### config.mk
export PLATFORM = sky130hd
export DESIGN_NAME = ddr_port_arbiter_flat
export DESIGN_NICKNAME = d
export VERILOG_FILES = /design/src/rtl/ddr_port_arbiter_if.sv /design/src/rtl/ddr_port_arbiter.sv /design/src/flat_wrapper.sv
export SDC_FILE = /design/constraint.sdc
export NUM_CORES = 1
export LEC_CHECK = 0
export CORE_MARGIN = 1.5
export CORE_UTILIZATION = 50
export CTS_BUF_LIST = sky130_fd_sc_hd__clkbuf_8
export DETAILED_ROUTE_END_ITERATION = 7
export PLACE_DENSITY = 0.77
export SYNTH_ARGS = -nofsm -noshare
export SYNTH_HDL_FRONTEND = slang
export SYNTH_SLANG_ARGS = --single-unit
### constraint.sdc
create_clock -name i_pix_clk -period 2.5 [get_ports i_pix_clk]
set_input_delay 0.25 -clock i_pix_clk [delete_from_list [all_inputs] [get_ports i_pix_clk]]
set_output_delay 0.25 -clock i_pix_clk [all_outputs]
set_load 0.02 [all_outputs]
### src/rtl/ddr_port_arbiter_if.sv
// DDR3 user command/read-return bundle between ddr_port_arbiter (master)
// and the memory controller user interface (slave).
interface ddr_port_arbiter_if #(
    parameter int AW = 16,
    parameter int DW = 48
);
    logic          mem_cmd_valid;
    logic          mem_cmd_ready;
    logic          mem_cmd_we;
    logic [AW-1:0] mem_cmd_addr;
    logic [DW-1:0] mem_cmd_wdata;
    logic          mem_rd_valid;
    logic [DW-1:0] mem_rd_data;

    modport master (
        output mem_cmd_valid,
        output mem_cmd_we,
        output mem_cmd_addr,
        output mem_cmd_wdata,
        input  mem_cmd_ready,
        input  mem_rd_valid,
        input  mem_rd_data
    );

    modport slave (
        input  mem_cmd_valid,
        input  mem_cmd_we,
        input  mem_cmd_addr,
        input  mem_cmd_wdata,
        output mem_cmd_ready,
        output mem_rd_valid,
        output mem_rd_data
    );
endinterface

### src/rtl/ddr_port_arbiter.sv
// Shares one DDR3 user command port between the buffered gray-pixel write
// stream and the backlight block reader, with ping-pong page mapping for reads.
module ddr_port_arbiter #(
    parameter int AW            = 16,
    parameter int DW            = 48,
    parameter int WFIFO_DEPTH   = 4,
    parameter int WR_URGENT     = 3,
    parameter int PAGE_ONE_BASE = 1,
    parameter int PAGE_TWO_BASE = 11449
) (
    input  logic               i_pix_clk,
    input  logic               rst_n,
    input  logic               wr_en,
    input  logic [AW-1:0]      wr_addr,
    input  logic [DW-1:0]      wr_data,
    input  logic               page_sel,
    input  logic               rd_req,
    input  logic [AW-1:0]      rd_offset,
    output logic               rd_ack,
    output logic               rd_valid,
    output logic [DW-1:0]      rd_data,
    output logic               rd_page,
    output logic               wr_overflow,
    ddr_port_arbiter_if.master mem
);

    localparam int PW = (WFIFO_DEPTH > 1) ? $clog2(WFIFO_DEPTH) : 1;
    localparam int CW = PW + 1;
    localparam logic [CW-1:0] FULL_CNT   = CW'(WFIFO_DEPTH);
    localparam logic [CW-1:0] URGENT_CNT = CW'(WR_URGENT);
    localparam logic [AW-1:0] PAGE0_ADDR = AW'(PAGE_ONE_BASE);
    localparam logic [AW-1:0] PAGE1_ADDR = AW'(PAGE_TWO_BASE);

    typedef enum logic [0:0] {
        ST_IDLE = 1'b0,
        ST_CMD  = 1'b1
    } state_e;

    state_e        state_q, state_d;
    logic [AW-1:0] fifo_addr_q [WFIFO_DEPTH];
    logic [DW-1:0] fifo_data_q [WFIFO_DEPTH];
    logic [PW-1:0] wptr_q, rptr_q;
    logic [CW-1:0] count_q, count_d;

    logic          cmd_valid_q, cmd_we_q;
    logic [AW-1:0] cmd_addr_q;
    logic [DW-1:0] cmd_wdata_q;
    logic          last_wr_q, rd_out_q, rd_ack_q, rd_valid_q, ovf_q;
    logic [DW-1:0] rd_data_q;
    logic          page_sel_q, swap_pend_q, rd_page_q;

    logic          full_s, push_s, drop_s, wr_elig_s, rd_elig_s;
    logic          grant_wr_s, grant_rd_s, hs_s, pop_s, rd_hs_s, swap_apply_s;
    logic          rd_ret_s, page_chg_s;
    logic [AW-1:0] rd_addr_s;

    // A push into a full FIFO still lands when the head is leaving on the same edge.
    assign full_s     = (count_q == FULL_CNT);
    assign push_s     = wr_en & (~full_s | pop_s);
    assign drop_s     = wr_en & full_s & ~pop_s;
    assign wr_elig_s  = (count_q != {CW{1'b0}});
    assign rd_elig_s  = rd_req & ~rd_out_q & ~rd_ack_q & ~swap_pend_q;
    assign rd_ret_s   = mem.mem_rd_valid & rd_out_q;
    assign page_chg_s = page_sel ^ page_sel_q;
    assign rd_addr_s  = (rd_page_q ? PAGE1_ADDR : PAGE0_ADDR) + rd_offset;

    // Present-state register for the command FSM.
    always_ff @(posedge i_pix_clk or negedge rst_n) begin
        if (!rst_n) begin
            state_q <= ST_IDLE;
        end else begin
            state_q <= state_d;
        end
    end

    // Next state: a granted command is held until the controller takes it.
    always_comb begin
        state_d = state_q;
        case (state_q)
            ST_IDLE: begin
                if (grant_wr_s || grant_rd_s) begin
                    state_d = ST_CMD;
                end else begin
                    state_d = ST_IDLE;
                end
            end
            ST_CMD: begin
                if (hs_s) begin
                    state_d = ST_IDLE;
                end else begin
                    state_d = ST_CMD;
                end
            end
            default: state_d = ST_IDLE;
        endcase
    end

    // Grant, handshake and page-swap decisions taken from registered state only.
    always_comb begin
        grant_wr_s   = 1'b0;
        grant_rd_s   = 1'b0;
        hs_s         = 1'b0;
        pop_s        = 1'b0;
        rd_hs_s      = 1'b0;
        swap_apply_s = 1'b0;
        case (state_q)
            ST_IDLE: begin
                if (count_q >= URGENT_CNT) begin
                    grant_wr_s = 1'b1;
                end else if (wr_elig_s && rd_elig_s) begin
                    grant_rd_s = last_wr_q;
                    grant_wr_s = ~last_wr_q;
                end else if (wr_elig_s) begin
                    grant_wr_s = 1'b1;
                end else if (rd_elig_s) begin
                    grant_rd_s = 1'b1;
                end else begin
                    grant_wr_s = 1'b0;
                    grant_rd_s = 1'b0;
                end
                // rd_elig_s already excludes swap_pend, so a swap never coincides with a read grant.
                if (swap_pend_q && !rd_out_q) begin
                    swap_apply_s = 1'b1;
                end else begin
                    swap_apply_s = 1'b0;
                end
            end
            ST_CMD: begin
                hs_s    = cmd_valid_q & mem.mem_cmd_ready;
                pop_s   = hs_s & cmd_we_q;
                rd_hs_s = hs_s & ~cmd_we_q;
            end
            default: begin
                hs_s = 1'b0;
            end
        endcase
    end

    // Write FIFO occupancy follows push/pop; simultaneous push and pop cancel.
    always_comb begin
        count_d = count_q;
        case ({push_s, pop_s})
            2'b10:   count_d = count_q + CW'(1);
            2'b01:   count_d = count_q - CW'(1);
            default: count_d = count_q;
        endcase
    end

    // Write FIFO storage, pointers and sticky overflow flag.
    always_ff @(posedge i_pix_clk or negedge rst_n) begin
        if (!rst_n) begin
            for (int i = 0; i < WFIFO_DEPTH; i++) begin
                fifo_addr_q[i] <= {AW{1'b0}};
                fifo_data_q[i] <= {DW{1'b0}};
            end
            wptr_q  <= {PW{1'b0}};
            rptr_q  <= {PW{1'b0}};
            count_q <= {CW{1'b0}};
            ovf_q   <= 1'b0;
        end else begin
            if (push_s) begin
                fifo_addr_q[wptr_q] <= wr_addr;
                fifo_data_q[wptr_q] <= wr_data;
                wptr_q              <= wptr_q + PW'(1);
            end
            if (pop_s) begin
                rptr_q <= rptr_q + PW'(1);
            end
            count_q <= count_d;
            if (drop_s) begin
                ovf_q <= 1'b1;
            end
        end
    end

    // Command register, read tracking and ping-pong page bookkeeping.
    always_ff @(posedge i_pix_clk or negedge rst_n) begin
        if (!rst_n) begin
            cmd_valid_q <= 1'b0;
            cmd_we_q    <= 1'b0;
            cmd_addr_q  <= {AW{1'b0}};
            cmd_wdata_q <= {DW{1'b0}};
            last_wr_q   <= 1'b0;
            rd_out_q    <= 1'b0;
            rd_ack_q    <= 1'b0;
            rd_valid_q  <= 1'b0;
            rd_data_q   <= {DW{1'b0}};
            page_sel_q  <= 1'b0;
            swap_pend_q <= 1'b0;
            rd_page_q   <= 1'b0;
        end else begin
            if (grant_wr_s) begin
                cmd_valid_q <= 1'b1;
                cmd_we_q    <= 1'b1;
                cmd_addr_q  <= fifo_addr_q[rptr_q];
                cmd_wdata_q <= fifo_data_q[rptr_q];
                last_wr_q   <= 1'b1;
            end else if (grant_rd_s) begin
                cmd_valid_q <= 1'b1;
                cmd_we_q    <= 1'b0;
                cmd_addr_q  <= rd_addr_s;
                cmd_wdata_q <= {DW{1'b0}};
                last_wr_q   <= 1'b0;
            end else if (hs_s) begin
                cmd_valid_q <= 1'b0;
            end
            rd_ack_q <= rd_hs_s;
            if (rd_hs_s) begin
                rd_out_q <= 1'b1;
            end else if (rd_ret_s) begin
                rd_out_q <= 1'b0;
            end
            rd_valid_q <= rd_ret_s;
            if (rd_ret_s) begin
                rd_data_q <= mem.mem_rd_data;
            end
            page_sel_q <= page_sel;
            if (page_chg_s) begin
                swap_pend_q <= 1'b1;
            end else if (swap_apply_s) begin
                swap_pend_q <= 1'b0;
            end
            // The reader addresses the page the packer is not writing.
            if (swap_apply_s) begin
                rd_page_q <= ~page_sel_q;
            end
        end
    end

    assign mem.mem_cmd_valid = cmd_valid_q;
    assign mem.mem_cmd_we    = cmd_we_q;
    assign mem.mem_cmd_addr  = cmd_addr_q;
    assign mem.mem_cmd_wdata = cmd_wdata_q;
    assign rd_ack            = rd_ack_q;
    assign rd_valid          = rd_valid_q;
    assign rd_data           = rd_data_q;
    assign rd_page           = rd_page_q;
    assign wr_overflow       = ovf_q;

endmodule

### src/flat_wrapper.sv
// flat-port wrapper written by rule: the top's interface ports become plain ports
module ddr_port_arbiter_flat 
#(
    parameter int AW            = 16,
    parameter int DW            = 48,
    parameter int WFIFO_DEPTH   = 4,
    parameter int WR_URGENT     = 3,
    parameter int PAGE_ONE_BASE = 1,
    parameter int PAGE_TWO_BASE = 11449
)
  (i_pix_clk, rst_n, wr_en, wr_addr, wr_data, page_sel, rd_req, rd_offset, rd_ack, rd_valid, rd_data, rd_page, wr_overflow, mem_mem_cmd_valid, mem_mem_cmd_we, mem_mem_cmd_addr, mem_mem_cmd_wdata, mem_mem_cmd_ready, mem_mem_rd_valid, mem_mem_rd_data);
  ddr_port_arbiter_if #(.AW(AW), .DW(DW)) mem_i ();
  input  logic i_pix_clk;
  input  logic rst_n;
  input  logic wr_en;
  input  logic [AW-1:0] wr_addr;
  input  logic [DW-1:0] wr_data;
  input  logic page_sel;
  input  logic rd_req;
  input  logic [AW-1:0] rd_offset;
  output logic rd_ack;
  output logic rd_valid;
  output logic [DW-1:0] rd_data;
  output logic rd_page;
  output logic wr_overflow;
  output wire logic [$bits(mem_i.mem_cmd_valid)-1:0] mem_mem_cmd_valid;
  output wire logic [$bits(mem_i.mem_cmd_we)-1:0] mem_mem_cmd_we;
  output wire logic [$bits(mem_i.mem_cmd_addr)-1:0] mem_mem_cmd_addr;
  output wire logic [$bits(mem_i.mem_cmd_wdata)-1:0] mem_mem_cmd_wdata;
  input wire logic [$bits(mem_i.mem_cmd_ready)-1:0] mem_mem_cmd_ready;
  input wire logic [$bits(mem_i.mem_rd_valid)-1:0] mem_mem_rd_valid;
  input wire logic [$bits(mem_i.mem_rd_data)-1:0] mem_mem_rd_data;
  assign mem_mem_cmd_valid = mem_i.mem_cmd_valid;
  assign mem_mem_cmd_we = mem_i.mem_cmd_we;
  assign mem_mem_cmd_addr = mem_i.mem_cmd_addr;
  assign mem_mem_cmd_wdata = mem_i.mem_cmd_wdata;
  assign mem_i.mem_cmd_ready = mem_mem_cmd_ready;
  assign mem_i.mem_rd_valid = mem_mem_rd_valid;
  assign mem_i.mem_rd_data = mem_mem_rd_data;
  ddr_port_arbiter #(.AW(AW), .DW(DW), .WFIFO_DEPTH(WFIFO_DEPTH), .WR_URGENT(WR_URGENT), .PAGE_ONE_BASE(PAGE_ONE_BASE), .PAGE_TWO_BASE(PAGE_TWO_BASE)) u_core (.i_pix_clk(i_pix_clk), .rst_n(rst_n), .wr_en(wr_en), .wr_addr(wr_addr), .wr_data(wr_data), .page_sel(page_sel), .rd_req(rd_req), .rd_offset(rd_offset), .rd_ack(rd_ack), .rd_valid(rd_valid), .rd_data(rd_data), .rd_page(rd_page), .wr_overflow(wr_overflow), .mem(mem_i));
endmodule
==> impl_metrics.toml, run 1 <==
[cts]
cts.htree.levels = 3
cts_sinks = 385
postCtsSetupBuffers = 0
cts_tree = "built"
clk_pin_slew_ns = 0.06
clock_path_buffers = 3
cts-root-buf = "clkbuf_8"
cts_buffers = 66
insertion_delay_ns = 0.58

[logic_synthesis]
ys_top_cells_by_area = "dfrtp_1 58%, mux2_2 21%, mux4_2 8.7%"
syn_avg_cell_area_um2 = 15.7
synth.distinct_cells = 57
synth_warnings = 0
synth_compound_area_share_pct = 5.40
yosysMostFrequentCell = "dfrtp_1"
synthMuxAreaShare_pct = 29.6
yosysTopAreaCellShare_pct = 58.4
yosysTopAreaCell = "dfrtp_1"
synth_cells = 1051
synth-simple-area-share_pct = 2.44
syn_area_mm2 = 0.0165
synthFlopType = "dfrtp_1"
seq_area_frac_synth_pct = 58.4
synthAdderAreaFrac_pct = 1.17
yosys-top-cells-count = "385 x dfrtp_1, 304 x mux2_2, 64 x mux4_2"
syn_nets = 1200
synthArstFlopShare_pct = 100
synth_top_family_by_area = "multiplexers"
synth_edf_count = 0
ys_seq_elements = 385
synth_xor_area_share_pct = 0.903

[floorplanning]
die_y_um = 185
fp.coreArea_mm2 = 0.0325
ioPinCount = 253
row_count = 66
die_w_um = 185
dieArea_mm2 = 0.0341
start_util_pct = 50.7

[setup_path]
worstPathArrival_ns = 2.67
ff2ff_setup_slack_ns = 0.33
r2r-start = "u_core.count_q[2]$_DFFE_PN0P_"
critPathKind = "reg2reg"
cp_data_required_time_ns = 3.00
startpoint_type = "flip-flop"
cp_max_fo = 29
worstReg2RegEnd = "u_core.mem.mem_cmd_wdata[28]$_DFFE_PN0P_"
worstSetupEndpointType = "flip-flop"
r2r.worst_path.cells = 4

[global_routing]
grtUsageTotal_pct = 23.6
overflow = 0
grt_pass1_vias = 11078
grt_start_max_net_pins = 79
grt_pass1_wl_um = 61700
antenna_found_initial = 4

[power_and_ir_drop]
peakVddDrop_mv = 0.705
p_sw_share_pct = 31.2
p_clk_share_pct = 21.2
combPwrFrac_pct = 38.3
intPower_w = 0.0184
power_w = 0.0268
p_switching_w = 0.00837
p_seq_share_pct = 40.6
power_density_mw_per_mm2 = 1250
p_leak_nw = 9.18

[sta]
post-route-period-util_pct = 86.8
worst_slew_pin_slew_ns = 0.790
max_slew_margin_pct = 47.3
skew_ns = 0.0284
setup_ws_ns = 0.330
period_needed_ns = 2.17
setup_viol = 0
worst_hold_slack_ns = 0.205
timing.fmax_mhz = 461
drv_slew = 0
hold_viol_final = 0
tns_ns = 0
grt_setup_unrepaired = "no"

[final_layout]
drive_above_1_share_pct = 37.8
regArea_mm2 = 0.00964
area_growth_pct = 29.5
layout.nets = 1507
num-fill-cells = 2409
multi_input_area_mm2 = 0.00655
final_util_pct = 65.6

[placed_design]
port_buffers = 252
dpl_worst_slack_ns = 0.152
dp_hpwl_um = 26400
gp_congestion = 0.951

[route]
dr_wl_met2_um = 19200
wl_per_cell_um = 21.2
wl_met3_um = 2600
antenna_left = 0
met1_length_um = 16500
first_pass_iters = 5
top_layer = "met5"
drt_wl_total_um = 39100
viasPerCell = 5.59
route.detailed.drc = 0
routed-via-count = 10345
drt-initial-drc-count = 442

[min_path]
hold_class = "in2reg"
min_delay_worst_endpoint = "u_core.page_sel_q$_DFF_PN0_"
min_path_cells = 1
hp-start = "page_sel"

[outcome]
status = "completed"

[flow_run]
maxCapViolCount = 0
## metrics by stage
stage	std cells	cell area (um^2)
floorplan	1051	16500
global placement	1731	20000
detailed placement	1731	20000
CTS	1847	21300
global route	1847	21300
finish	1850	21300
## layout by cell type, fill, tap and decap left out, types with 3 or more instances in the layout
cell,synthesis,layout
xnor2_1,13,13
inv_1,13,31
a31oi_1,3,3
clkinv_2,0,8
diode_2,0,3
o21ai_0,17,17
nand2_1,19,18
ha_1,13,13
inv_6,0,3
nor2_1,14,14
and2_1,4,4
clkbuf_8,0,81
a22oi_1,4,4
a221oi_1,6,6
mux4_2,64,64
nand2_4,0,4
buf_12,0,25
clkdlybuf4s50_1,0,251
and3_1,3,3
xor2_1,4,4
buf_4,0,23
nand3_1,10,10
dfrtp_1,385,383
or3_1,3,3
nor3_1,4,3
a21oi_1,8,8
a22o_1,48,48
clkinvlp_4,0,3
mux2_2,304,304
nand4_1,4,4
## kinds of logic (layout without fill, tap and decap cells)
logic type | after synthesis | in the layout
fa+ha+maj | 15 | 15
xor+xnor | 17 | 17
compound gates | 113 | 113
flops | 385 | 385
simple gates | 76 | 76
mux | 370 | 370
buf+inv | 75 | 429
other cells | 0 | 3
## worst max-delay path: stages, from the launching register on
cell and delay [ns]:
dfrtp_1 0.50, or3_1 0.49, o21ai_4 0.39, buf_4 0.46
a22o_1 0.22
## power groups by stage
stage                     Sequential, W  Combinational (W)  Clock (W)
after floorplan                  0.0113            0.00599          0
after global placement           0.0108             0.0101          0
after detailed placement         0.0109             0.0103          0
after CTS                        0.0108             0.0104    0.00586
after global routing             0.0112             0.0110    0.00613
final                            0.0109             0.0102    0.00567
## state kept, by name, summed over array words and instances (netlist names), 2 cells and up
register	count
u_core.mem.mem_cmd_addr	16
u_core.fifo_data_q	192
u_core.rd_data	48
u_core.wptr_q	2
u_core.fifo_addr_q	64
u_core.mem.mem_cmd_wdata	48
u_core.count_q	3
u_core.rptr_q	2
## cell type report
class | count | area share (%)
Timing Repair Buffer | 301 | 15.0
Sequential cell | 385 | 45.2
Inverter | 13 | 0.229
Tap cell | 442 | 2.59
Antenna cell | 3 | 0.0352
Clock buffer | 81 | 5.22
Clock inverter | 34 | 1.01
Multi-Input combinational cell | 591 | 30.7
## per-layer routing
layer / global-route usage (%) / vias to the layer above
met5: 0 / -
met4: 7.48 / 2
met3: 5.55 / 68
met2: 39.6 / 314
met1: 30.4 / 5387
li1: - / 4574
## how the worst max path moves through the flow
stage | depth (start not counted) | end | slack, ns | start
6_report | 4 | u_core.mem.mem_cmd_wdata[28]$_DFFE_PN0P_ | 0.33 | u_core.count_q[2]$_DFFE_PN0P_
5_1_grt | 7 | u_core.mem.mem_cmd_addr[8]$_DFFE_PN0P_ | 0.17 | u_core.rd_page$_DFFE_PN0P_
4_1_cts | 4 | u_core.mem.mem_cmd_wdata[26]$_DFFE_PN0P_ | 0.32 | u_core.count_q[2]$_DFFE_PN0P_
3_5_place_dp | 11 | u_core.count_q[2]$_DFFE_PN0P_ | 0.15 | mem_mem_cmd_ready
3_3_place_gp | 6 | u_core.mem.mem_cmd_addr[5]$_DFFE_PN0P_ | 0.19 | rd_req
2_1_floorplan | 12 | u_core.count_q[2]$_DFFE_PN0P_ | 0.19 | u_core.mem.mem_cmd_we$_DFFE_PN0P_
## timing repair
item / CTS / global route
hold buffers: 1 / 0
resized for setup: 0 / 0
endpoints found under the hold margin: 67 / 0
No activity file was read; power rests on OpenSTA's default activity.
==> inputs of run 2 (changes only) <==
CORE_UTILIZATION = 27   (was 50)
PLACE_DENSITY = 0.48   (was 0.77)
clock period = 2.4 ns   (was 2.5 ns; I/O delays follow)
==> run 2 against run 1 <==
Via count fell by 0.65%. Critical path type unchanged. Clock power rose by 22%. Register-to-register slack got worse by 0.15 ns. Global-route usage fell by 9.5 points. Total power rose by 7.9%. Cell area rose by 3.0%. Sequential power rose by 4%. Die area rose by 84%. Count of clock-buffer cells in the layout rose by 12. Non-clock buffer count fell by 3.
==> impl_metrics.toml, run 2 (same netlist as run 1, synthesis figures left out) <==
[outcome]
status = "completed"

[cts]
clock_path_buffers = 3
clk_pin_slew_ns = 0.06
cts.htree.levels = 3
post_cts_resized = 0
cts-root-buf = "clkbuf_8"
cts_buffers = 74
cts_tree = "built"
cts_sinks = 385
insertion_delay_ns = 0.65

[global_routing]
grtUsageTotal_pct = 14.1
grt_pass1_wl_um = 68400
antenna_found_initial = 3
grt_pass1_vias = 11139
overflow = 0
grt_start_max_net_pins = 64

[sta]
timing.fmax_mhz = 451
hold_viol_final = 0
period_needed_ns = 2.22
post-route-period-util_pct = 92.3
setup_ws_ns = 0.184
worst_slew_pin_slew_ns = 0.626
skew_ns = 0.0336
drv_slew = 0
setup_viol = 0
tns_ns = 0
grt_setup_unrepaired = "no"
max_slew_margin_pct = 58.1

[setup_path]
cp_data_required_time_ns = 2.96
startpoint = "u_core.count_q[2]$_DFFE_PN0P_"
worstReg2RegEnd = "u_core.mem.mem_cmd_wdata[29]$_DFFE_PN0P_"
worstPathArrival_ns = 2.77
ff2ff_setup_slack_ns = 0.18
cp_slowest_cell = "or3_1"
worstSetupEndpointType = "flip-flop"
startpoint_type = "flip-flop"
r2r.worst_path.cells = 4
crit_path_end = "u_core.mem.mem_cmd_wdata[29]$_DFFE_PN0P_"
cp_max_fo = 35
r2r-start = "u_core.count_q[2]$_DFFE_PN0P_"
critical_path.max_stage_delay_ns = 0.50
critPathKind = "reg2reg"
crit_chain = "or3_1 > o21ai_4 > buf_4 > a22o_1"

[power_and_ir_drop]
p_clk_share_pct = 23.9
p_sw_share_pct = 31.2
p_switching_w = 0.00903
combPwrFrac_pct = 36.9
p_leak_nw = 9.31
power_w = 0.0289
peakVddDrop_mv = 0.642
intPower_w = 0.0199
p_seq_share_pct = 39.2
power_density_mw_per_mm2 = 1320

[floorplanning]
fp.coreArea_mm2 = 0.0604
dieArea_mm2 = 0.0626
die_y_um = 250
die_w_um = 250
start_util_pct = 27.3
row_count = 90
ioPinCount = 253

[final_layout]
layout.nets = 1512
reg_top3 = "u_core.fifo_data_q (192), u_core.fifo_addr_q (64)"
instances_no_fill = 2201
num_antenna_cells = 0
area_growth_pct = 33.4
final_cell_mix = "383 x dfrtp_1, 304 x mux2_2, 251 x clkdlybuf4s50_1"
layout_commonest_cell = "dfrtp_1"
post-route-cell-area_mm2 = 0.0220
largest_register_ffs = 192
top_register = "u_core.fifo_data_q"
drive_above_1_share_pct = 38.3

[route]
route.detailed.drc = 0
viasPerCell = 4.67
wl_per_cell_um = 19.5
antenna_left = 0
first_pass_iters = 4
drt_wl_total_um = 43000
drt-initial-drc-count = 391
routed-via-count = 10278

[placed_design]
dp_hpwl_um = 27800
gp_congestion = 0.812
dp.cells = 2068
placed_area_mm2 = 0.0204
port_buffers = 252
dpl_worst_slack_ns = 0.111

[min_path]
hold_class = "in2reg"

[flow_run]
maxCapViolCount = 0
run 2: area by class of cell:
type | count | area [um^2]
multi-input combinational | 591 | 6550
timing repair buffer | 298 | 3180
clock buffer | 93 | 1280
clock inverter | 39 | 309
tap | 782 | 978
inverter | 13 | 48.8
sequential | 385 | 9640
fill | 5779 | 38400
run 2: metrics by stage:
stage	util (%)	hold WS [ns]
after floorplan	-	-0.0556
after global placement	33.8	0.249
after detailed placement	33.8	0.250
after CTS	36.4	0.0477
after global routing	36.4	0.0764
final	36.4	0.114
run 2: power by group through the flow:
| stage | Clock [W] | Sequential (W) | Combinational [W] |
|---|---|---|---|
| detailed placement | 0 | 0.0114 | 0.0109 |
| floorplan | 0 | 0.0117 | 0.00624 |
| finish | 0.00691 | 0.0113 | 0.0107 |
| CTS | 0.00722 | 0.0114 | 0.0109 |
| global placement | 0 | 0.0114 | 0.0107 |
| global route | 0.00750 | 0.0118 | 0.0115 |
run 2: how the worst min path moves through the flow:
stage | startpoint | to | slack [ns] | depth (start not counted)
floorplan | rst_n | u_core.count_q[0]$_DFFE_PN0P_ | -0.06 | 0
global placement | rst_n | u_core.fifo_data_q[96]$_DFFE_PN0P_ | 0.25 | 1
detailed placement | rst_n | u_core.mem.mem_cmd_wdata[0]$_DFFE_PN0P_ | 0.25 | 1
CTS | page_sel | u_core.page_sel_q$_DFF_PN0_ | 0.05 | 1
global route | page_sel | u_core.page_sel_q$_DFF_PN0_ | 0.08 | 1
finish | page_sel | u_core.page_sel_q$_DFF_PN0_ | 0.11 | 1
run 2: metal layers:
| metal | vias to the layer above | share of wire, % | GRT usage [%] |
|---|---|---|---|
| li1 | 4581 | - | - |
| met1 | 5359 | 46 | 19.0 |
| met2 | 247 | 46 | 21.8 |
| met3 | 85 | 5.4 | 3.72 |
| met4 | 6 | 2.5 | 4.90 |
| met5 | - | 0.093 | 0 |
run 2: critical path: cells and delay by family, from the launching register on:
| family | cells | cell delay, ns |
|---|---|---|
| simple gates | 1 | 0.50 |
| buf+inv | 1 | 0.49 |
| flops | 1 | 0.49 |
| compound gates | 2 | 0.57 |
run 2: repair_timing:
action / CTS / global route
endpoints found under the hold margin: 104 / 0
hold buffers: 1 / 0
buffers inserted: 0 / 0
endpoints found under the setup margin: 0 / 0
==> inputs of run 3 (changes only) <==
CAP_MARGIN = 0   (was default)
CTS_BUF_LIST = sky130_fd_sc_hd__clkbuf_4 sky130_fd_sc_hd__clkbuf_8 sky130_fd_sc_hd__clkbuf_16   (was sky130_fd_sc_hd__clkbuf_8)
==> run 3 against run 2 <==
Via count down 2.5%. Routed wire length down 0.71%. Critical path depth rose by 1. Cell area about the same. Largest cell class unchanged.
==> impl_metrics.toml, run 3 (same netlist as run 1, synthesis figures left out) <==
[floorplanning]
ioPinCount = 253
die_w_um = 250
dieArea_mm2 = 0.0626
row_count = 90
die_y_um = 250
fp.coreArea_mm2 = 0.0604
start_util_pct = 27.3

[cts]
clk_pin_slew_ns = 0.06
cts-root-buf = "clkbuf_16"
clock_path_buffers = 3
cts_buffers = 47
insertion_delay_ns = 0.57
postCtsSetupBuffers = 0
cts.htree.levels = 2
cts_sinks = 385
cts_tree = "built"

[sta]
tns_ns = 0
grt_setup_unrepaired = "no"
setup_viol = 0
skew_ns = 0.0203
max_slew_margin_pct = 57.7
period_needed_ns = 2.19
drv_slew = 0
post-route-period-util_pct = 91.3
timing.fmax_mhz = 456
worst_slew_pin_slew_ns = 0.632
hold_viol_final = 0

[power_and_ir_drop]
intPower_w = 0.0204
p_seq_share_pct = 38.7
combPwrFrac_pct = 36.5
p_leak_nw = 9.21
peakVddDrop_mv = 0.485
p_clk_share_pct = 24.8
p_switching_w = 0.00889
p_sw_share_pct = 30.4
power_density_mw_per_mm2 = 1330
power_w = 0.0293

[setup_path]
cp_max_fo = 35
startpoint_type = "flip-flop"
worstPathArrival_ns = 2.67
crit_chain = "or3_1 > o21ai_4 > buf_4 > a22oi_1 > o21ai_0"
critPathKind = "reg2reg"
cp_data_required_time_ns = 2.88
worstSetupEndpointType = "flip-flop"
critical_path.max_stage_delay_ns = 0.49
cp_slowest_cell = "dfrtp_1"

[route]
antenna_left = 0
first_pass_iters = 4
wl_per_cell_um = 19.9
route.detailed.drc = 0
viasPerCell = 4.66
drt-initial-drc-count = 379
drt_wl_total_um = 42700
routed-via-count = 10025

[global_routing]
grt_pass1_vias = 10846
grtUsageTotal_pct = 13.9
grt_pass1_wl_um = 67900
overflow = 0
antenna_found_initial = 2
grt_start_max_net_pins = 64

[final_layout]
largest_register_ffs = 192
final_cell_mix = "383 x dfrtp_1, 304 x mux2_2, 251 x clkdlybuf4s50_1"
area_growth_pct = 33.3
layout_commonest_cell = "dfrtp_1"
reg_top3 = "u_core.fifo_data_q (192), u_core.fifo_addr_q (64)"
num_antenna_cells = 0
layout.nets = 1485
top_register = "u_core.fifo_data_q"
drive_above_1_share_pct = 37.5

[placed_design]
port_buffers = 252
dp_hpwl_um = 27800
gp_congestion = 0.812

[flow_run]
maxCapViolCount = 0

[outcome]
status = "completed"

[min_path]
hold_class = "in2reg"
run 3: final timing paths:
path | end | slack [ns] | start | cells past startpoint
max | u_core.mem.mem_cmd_addr[14]$_DFFE_PN0P_ | 0.21 | u_core.count_q[2]$_DFFE_PN0P_ | 5
min | u_core.page_sel_q$_DFF_PN0_ | 0.20 | page_sel | 1
max reg2reg | u_core.mem.mem_cmd_addr[14]$_DFFE_PN0P_ | 0.21 | u_core.count_q[2]$_DFFE_PN0P_ | 5
min reg2reg | u_core.wr_overflow$_DFFE_PN0P_ | 0.46 | u_core.wr_overflow$_DFFE_PN0P_ | 1
max in group asynchronous | u_core.fifo_data_q[44]$_DFFE_PN0P_ | 1.35 | rst_n | 3
min in group asynchronous | u_core.fifo_data_q[96]$_DFFE_PN0P_ | 0.26 | rst_n | 2
run 3: power by group through the flow:
stage	registers, W	clock network, W	logic (W)
final	0.0113	0.00725	0.0107
after global routing	0.0118	0.00781	0.0115
after CTS	0.0114	0.00757	0.0109
after detailed placement	0.0114	0	0.0109
after global placement	0.0114	0	0.0107
after floorplan	0.0117	0	0.00624
run 3: area by class of cell:
| type | instances | area (um^2) |
|---|---|---|
| flip-flops and latches | 385 | 9640 |
| multi-input cells | 591 | 6550 |
| clock inverters | 16 | 198 |
| well taps | 782 | 978 |
| fillers | 5738 | 38400 |
| clock buffers | 66 | 1390 |
| inverters | 13 | 48.8 |
| repair buffers | 298 | 3180 |
run 3: metal layers:
layer / routed length [um] / part of all wire, % / up-vias / track usage [%]
li1: - / - / 4512 / -
met1: 19700 / 46 / 5212 / 19.3
met2: 19800 / 46 / 227 / 21.8
met3: 2180 / 5.1 / 70 / 3.00
met4: 1060 / 2.5 / 4 / 4.31
met5: 27 / 0.063 / - / 0
run 3: critical path, delay by kind of cell, from the launching register on:
family | cells | cell delay (ns)
compound gates | 3 | 0.61
flops | 1 | 0.49
simple gates | 1 | 0.49
buf+inv | 1 | 0.49
run 3: timing repair:
| item | 4_1_cts | 5_1_grt |
|---|---|---|
| hold endpoints to repair | 52 | 0 |
| hold buffers | 1 | 0 |
| gates resized for setup | 0 | 0 |
run 3: stage by stage:
step                      cells  cell area (um^2)  util [%]  hold WS [ns]  setup slack, ns
after global routing       2151             22000      36.4         0.191           0.0336
final                      2151             22000      36.4         0.198            0.208
after floorplan            1051             16500         -       -0.0556           0.0858
after detailed placement   2068             20400      33.8         0.250            0.111
after global placement     2068             20400      33.8         0.249            0.102
after CTS                  2151             22000      36.4         0.158            0.148
